--- src/rtl/fib_pkg.sv ---
// Shared types and default widths for the Fibonacci request scheduler.
package fib_pkg;

    localparam int unsigned NUM_REQ_DEF = 4;
    localparam int unsigned N_W_DEF     = 8;
    localparam int unsigned RES_W_DEF   = 20;

    typedef enum logic [1:0] {
        IDLE = 2'd0,
        RUN  = 2'd1,
        RESP = 2'd2
    } fib_state_e;

endpackage

--- src/rtl/fib_engine.sv ---
// Iterative Fibonacci datapath: after start, each step advances (a,b) by one term
// until cnt reaches zero, at which point a holds F(n) mod 2^RES_W.
// Ports:
//   clock, reset_n  clock / async active-low reset
//   start           load a=0, b=1, cnt=n_in, clear overflow flags
//   n_in            requested index
//   step            advance one iteration (ignored once cnt==0)
//   done_c          cnt==0 (combinational)
//   value           current a
//   overflow        true value of a is >= 2^RES_W
module fib_engine
    import fib_pkg::*;
#(
    parameter int unsigned N_W   = N_W_DEF,
    parameter int unsigned RES_W = RES_W_DEF
) (
    input  logic             clock,
    input  logic             reset_n,
    input  logic             start,
    input  logic [N_W-1:0]   n_in,
    input  logic             step,
    output logic             done_c,
    output logic [RES_W-1:0] value,
    output logic             overflow
);

    logic [RES_W-1:0] a;
    logic [RES_W-1:0] b;
    logic [N_W-1:0]   cnt;
    logic             a_ovf;
    logic             b_ovf;
    logic [RES_W:0]   sum_c;

    // Extra bit captures the carry out of the wrapped addition.
    assign sum_c = {1'b0, a} + {1'b0, b};

    // a_ovf/b_ovf track whether the true a/b exceed RES_W bits; once set they
    // propagate forward, so the flag stays correct for arbitrarily large n.
    always_ff @(posedge clock or negedge reset_n) begin
        if (!reset_n) begin
            a     <= '0;
            b     <= '0;
            cnt   <= '0;
            a_ovf <= 1'b0;
            b_ovf <= 1'b0;
        end else if (start) begin
            a     <= '0;
            b     <= RES_W'(1);
            cnt   <= n_in;
            a_ovf <= 1'b0;
            b_ovf <= 1'b0;
        end else if (step && (cnt != '0)) begin
            a     <= b;
            b     <= sum_c[RES_W-1:0];
            b_ovf <= b_ovf | a_ovf | sum_c[RES_W];
            a_ovf <= b_ovf;
            cnt   <= cnt - N_W'(1);
        end
    end

    assign done_c   = (cnt == '0);
    assign value    = a;
    assign overflow = a_ovf;

endmodule

--- src/rtl/fib_request_scheduler.sv ---
// Shares one fib_engine among NUM_REQ requesters: round-robin arbitration in IDLE,
// engine sequencing in RUN, and a held valid/ready response in RESP.
// Ports:
//   clock, reset_n   clock / async active-low reset
//   req_valid        per-requester request valid
//   req_n            per-requester index n, slice i = [i*N_W +: N_W]
//   req_ready        one-hot grant, combinational, only in IDLE
//   rsp_valid        result valid
//   rsp_ready        result consumer ready
//   rsp_id           requester that issued the job
//   rsp_value        F(n) mod 2^RES_W
//   rsp_overflow     true F(n) >= 2^RES_W
//   busy             state != IDLE
module fib_request_scheduler
    import fib_pkg::*;
#(
    parameter int unsigned NUM_REQ = NUM_REQ_DEF,
    parameter int unsigned N_W     = N_W_DEF,
    parameter int unsigned RES_W   = RES_W_DEF,
    localparam int unsigned ID_W   = $clog2(NUM_REQ)
) (
    input  logic                   clock,
    input  logic                   reset_n,
    input  logic [NUM_REQ-1:0]     req_valid,
    input  logic [NUM_REQ*N_W-1:0] req_n,
    output logic [NUM_REQ-1:0]     req_ready,
    output logic                   rsp_valid,
    input  logic                   rsp_ready,
    output logic [ID_W-1:0]        rsp_id,
    output logic [RES_W-1:0]       rsp_value,
    output logic                   rsp_overflow,
    output logic                   busy
);

    fib_state_e       state;
    fib_state_e       state_nxt;
    logic [ID_W-1:0]  rr_ptr;
    logic [ID_W-1:0]  winner;
    logic             found;
    int unsigned      arb_idx;
    logic [N_W-1:0]   win_n;
    logic             accept;
    logic             eng_start;
    logic             eng_step;
    logic             rsp_load;
    logic             rsp_done;
    logic             eng_done_c;
    logic [RES_W-1:0] eng_value;
    logic             eng_overflow;

    // Round-robin search: first valid requester starting at rr_ptr, wrapping.
    always_comb begin
        found   = 1'b0;
        winner  = '0;
        arb_idx = 0;
        for (int unsigned k = 0; k < NUM_REQ; k++) begin
            arb_idx = 32'(rr_ptr) + k;
            if (arb_idx >= NUM_REQ) begin
                arb_idx = arb_idx - NUM_REQ;
            end
            if (!found && req_valid[ID_W'(arb_idx)]) begin
                found  = 1'b1;
                winner = ID_W'(arb_idx);
            end
        end
    end

    // Index requested by the winner.
    always_comb begin
        win_n = '0;
        for (int unsigned i = 0; i < NUM_REQ; i++) begin
            if (winner == ID_W'(i)) begin
                win_n = req_n[i*N_W +: N_W];
            end
        end
    end

    // Next-state and control decode. req_ready is gated by reset_n so the grant
    // reads zero while reset is held, even if requests are pending.
    always_comb begin
        state_nxt = state;
        req_ready = '0;
        accept    = 1'b0;
        eng_start = 1'b0;
        eng_step  = 1'b0;
        rsp_load  = 1'b0;
        rsp_done  = 1'b0;
        case (state)
            IDLE: begin
                if (found) begin
                    req_ready[winner] = reset_n;
                    accept            = 1'b1;
                    eng_start         = 1'b1;
                    state_nxt         = RUN;
                end
            end
            RUN: begin
                if (eng_done_c) begin
                    rsp_load  = 1'b1;
                    state_nxt = RESP;
                end else begin
                    eng_step = 1'b1;
                end
            end
            RESP: begin
                if (rsp_ready) begin
                    rsp_done  = 1'b1;
                    state_nxt = IDLE;
                end
            end
            default: state_nxt = IDLE;
        endcase
    end

    // State register.
    always_ff @(posedge clock or negedge reset_n) begin
        if (!reset_n) begin
            state <= IDLE;
        end else begin
            state <= state_nxt;
        end
    end

    // Arbiter pointer, job id and response registers.
    always_ff @(posedge clock or negedge reset_n) begin
        if (!reset_n) begin
            rr_ptr       <= '0;
            rsp_valid    <= 1'b0;
            rsp_id       <= '0;
            rsp_value    <= '0;
            rsp_overflow <= 1'b0;
            busy         <= 1'b0;
        end else begin
            if (accept) begin
                rr_ptr <= (winner == ID_W'(NUM_REQ - 1)) ? '0 : winner + ID_W'(1);
                rsp_id <= winner;
                busy   <= 1'b1;
            end
            if (rsp_load) begin
                rsp_valid    <= 1'b1;
                rsp_value    <= eng_value;
                rsp_overflow <= eng_overflow;
            end
            if (rsp_done) begin
                rsp_valid <= 1'b0;
                busy      <= 1'b0;
            end
        end
    end

    fib_engine #(
        .N_W   (N_W),
        .RES_W (RES_W)
    ) u_engine (
        .clock    (clock),
        .reset_n  (reset_n),
        .start    (eng_start),
        .n_in     (win_n),
        .step     (eng_step),
        .done_c   (eng_done_c),
        .value    (eng_value),
        .overflow (eng_overflow)
    );

endmodule

--- config.mk ---
export PLATFORM = sky130hd
export DESIGN_NAME = fib_request_scheduler
export DESIGN_NICKNAME = d
export VERILOG_FILES = /design/src/rtl/fib_pkg.sv /design/src/rtl/fib_engine.sv /design/src/rtl/fib_request_scheduler.sv
export SDC_FILE = /design/constraint.sdc
export NUM_CORES = 1
export LEC_CHECK = 0
export CORE_ASPECT_RATIO = 1.2
export CORE_MARGIN = 2
export CORE_UTILIZATION = 49
export DETAILED_ROUTE_END_ITERATION = 6
export PLACE_DENSITY = 0.76
export SETUP_SLACK_MARGIN = 0.1
export SLEW_MARGIN = 25
export SYNTH_ARGS = -nofsm -noshare
export SYNTH_HDL_FRONTEND = slang
export SYNTH_SLANG_ARGS = --single-unit
--- constraint.sdc ---
create_clock -name clock -period 2.29 [get_ports clock]
set_clock_uncertainty 0.1 [all_clocks]
set_input_delay 0.3435 -clock clock [delete_from_list [all_inputs] [get_ports clock]]
set_output_delay 0.3435 -clock clock [all_outputs]
set_load 0.005 [all_outputs]
==> results.cfg <==
[clock_tree]
clk_pin_slew_worst_paths_ps = 80
cts_num_sinks = 79
clockBufferDepth = 2
cts_htree_levels = 3
worstSkewPairLatency_ps = 360
cts_inserted_buffers = 9
cts_hold_buf = 0
cts_tree = built
root_buffer = clkbuf_8

[synth]
synth.avg_cell_area_sq_um = 9.38
synth-simple-area-share_pct = 21.0
synth-main-ff-cell = dfrtp_1
synth_area_leaders = dfrtp_1 43%, ha_1 7.1%, nand2_1 5.4%, nand3_1 5.4%, mux2_2 4.9%
netlist_area_sq_um = 4580
synth_cell_types = 51
yosysWarnings = 0
synth_mux_area_share_pct = 5.58
synth_edf_count = 0
synth_compound_area_share_pct = 15.6
synth-async-reset-ratio_pct = 100
synthesis.instances = 488
synth_seq_cells = 79
synth_top_cell_by_area = dfrtp_1
synth-xor-area-share_pct = 2.87
yosysSeqAreaShare_pct = 43.2
synth_top_family_by_area = simple AND/OR/NAND/NOR gates
synth-adder-area-share_pct = 7.55
synth_top_area_share_pct = 43.2
synthesis.nets = 554

[global_route]
track_usage_pct = 25.7
grt_max_degree = 46
grt_pass1_vias = 4435
grt_antenna_before_repair = 0
grt_pass1_wl_microns = 20500
grt-ovfl-total = 0

[floorplan]
coreArea_sq_um = 9080
die_x_microns = 92.2
dieArea_sq_um = 10100
rows = 38
io_pins = 68
initial_utilization_pct = 50.4
die_h_microns = 110

[min_path]
hp-class = in -> async

[worst_setup_path]
worst-setup-path-type = reg -> out
r2r_end = u_engine.b[14]$_DFFE_PN0P_
rrSetupSlack_ps = -110
arrival_ps = 2000
cp_max_fo = 4
reg2reg_depth = 10
r2r-start = u_engine.b[0]$_DFFE_PN0P_
cp-start-kind = flop
endpoint_kind = output pin
required_ps = 1850

[route]
wl_per_cell_microns = 18.7
route.detailed.drc = 0
wirelength_microns = 14200
dr_total_vias = 4526
vias_per_cell = 5.97
drtIter0Drc = 335
drtAntennaViolNets = 0
drt-pass1-iter-count = 6

[run_status]
status = complete, but fails checks
violations = setup timing

[layout]
drive_above_1_share_pct = 40.0
stdcell_count = 758
finish.net_count = 699
num_antenna_cells = 0
syn_to_final_growth_pct = 57.7

[sta]
setup_viol = 27
min_period_ps = 2450
worst_pin_slew_ps = 634
finalHoldViolCount = 0
fin_ws_ps = -157
slew_viol_final = 0
setup_tns_ps = -1280
relSlewSlack_pct = 57.7
final.period_utilization_pct = 107
rsz0062_at_grt = yes
max_freq_mhz = 409

[power_and_ir_drop]
finalPower_w = 0.0114
power_density_nw_per_um2 = 1580
leakagePower_nw = 3.10
peakVddDrop_v = 0.000799

[job]
maxCapViolations = 0

[placement]
dp_hpwl_microns = 7870
dp_cells = 697
portBuffers = 67
place_congestion = 0.873
-- area by class of cell --
class | count | area [sq um]
inverters | 16 | 62.6
clock inverters | 5 | 80.1
multi-input cells | 368 | 3160
flip-flops and latches | 79 | 1980
fillers | 521 | 1860
repair buffers | 159 | 1630
well taps | 120 | 150
clock buffers | 11 | 151
-- layout by cell type (no fill, tap or decap), types with 4 or more instances in the layout --
master / netlist / routed
o21ai_2: 0 / 6
buf_6: 3 / 22
clkbuf_8: 0 / 11
and3_4: 0 / 5
nor2_1: 11 / 8
clkdlybuf4s50_1: 0 / 58
buf_8: 0 / 7
ha_1: 26 / 12
o21ai_0: 27 / 10
nor2b_1: 11 / 9
buf_4: 1 / 58
a211oi_1: 7 / 5
inv_2: 0 / 4
nand3_2: 0 / 12
mux2_4: 0 / 6
nand2_4: 0 / 14
o21ai_1: 0 / 10
xnor2_1: 9 / 8
nand2_2: 0 / 11
o211ai_1: 7 / 7
dlygate4sd2_1: 0 / 4
buf_12: 0 / 5
a21oi_1: 30 / 25
nor3_2: 0 / 7
a221oi_2: 0 / 7
inv_1: 16 / 11
nand4_1: 4 / 4
a21o_1: 4 / 4
dfrtp_1: 79 / 77
nand2_1: 66 / 41
xor2_1: 6 / 6
mux2_2: 20 / 14
nand2b_1: 5 / 4
and3_1: 9 / 4
nor3_1: 16 / 9
ha_4: 0 / 12
nand3_1: 49 / 36
-- worst max-delay path by stage --
stage / startpoint / slack [ps] / endpoint / depth (start not counted)
finish: rr_ptr[1]$_DFFE_PN0P_ / -160 / req_ready[3] / 10
global route: rr_ptr[1]$_DFFE_PN0P_ / -230 / req_ready[0] / 8
CTS: u_engine.value[0]$_DFFE_PN0P_ / -140 / u_engine.b[14]$_DFFE_PN0P_ / 10
detailed placement: req_valid[0] / -610 / u_engine.cnt[5]$_DFFE_PN0P_ / 11
global placement: req_valid[3] / -410 / req_ready[0] / 9
floorplan: u_engine.value[0]$_DFFE_PN0P_ / 60 / u_engine.b[18]$_DFFE_PN0P_ / 9
-- sequential cells by signal, summed over array words and instances (netlist names), 2 cells and up --
register / cells
u_engine.value: 20
rr_ptr: 2
u_engine.cnt: 8
rsp_id: 2
u_engine.b: 20
rsp_value: 20
state: 2
-- metal layers --
layer	vias up	global-route usage [%]	share of wire, %
met1	2236	28.5	38
met5	-	0	0
met4	0	13.1	3.0
met2	176	46.6	54
li1	2072	-	-
met3	42	5.48	5.0
-- Yosys cell counts, drive strengths merged (2+ instances only) --
master,number
xor2,6
nor3,16
o21ai,27
o31ai,5
o221ai,3
o2111ai,2
o311ai,2
o21a,3
buf,13
a31oi,2
nand3b,4
o31a,2
o211ai,7
and3,9
or4,3
dfrtp,79
ha,26
nand3,49
nand4,4
mux2i,3
nor2,11
a311oi,2
xnor2,9
inv,16
or3,3
a21o,4
a221oi,8
a211oi,7
and2,2
nor4,4
mux2,20
a31o,2
a21boi,2
a21oi,30
nand2b,5
clkbuf,13
nand2,66
nor2b,11
-- power by group --
part	switching [W]	internal [W]	total, W
logic	0.00373	0.00386	0.00758
registers	0.000584	0.00204	0.00263
clock network	0.000533	0.000671	0.00120
-- repair_timing --
| item | 4_1_cts | 5_1_grt |
|---|---|---|
| gates resized for setup | 114 | 123 |
| endpoints found under the setup margin | 69 | 71 |
| setup buffers | 26 | 16 |
| pin swaps | 34 | 54 |
| gates cloned | 3 | 4 |
-- through the flow --
step	util (%)	setup WS, ps	hold WS, ps	instance area, sq um
floorplan	-	55.3	-52.1	4580
global placement	62.3	-413	358	5660
detailed placement	62.3	-612	367	5660
CTS	71.8	-142	20.5	6520
global route	79.5	-228	54.0	7220
finish	79.5	-157	27.2	7220
-- cells by family after synthesis --
group,Yosys count
simple gates,191
fa+ha+maj,27
buf+inv,42
mux,23
compound gates,111
flops,79
xor+xnor,15
-- worst max-delay path, cell delays in order (launching register included) --
cell,delay (ps)
dfrtp_2,450
buf_6,140
a21oi_4,130
o21ai_2,80
nand2_2,110
o21ai_4,90
inv_2,120
buf_6,120
ha_4,130
and3_4,180
buf_6,90
(Power assumes the default switching activity.)
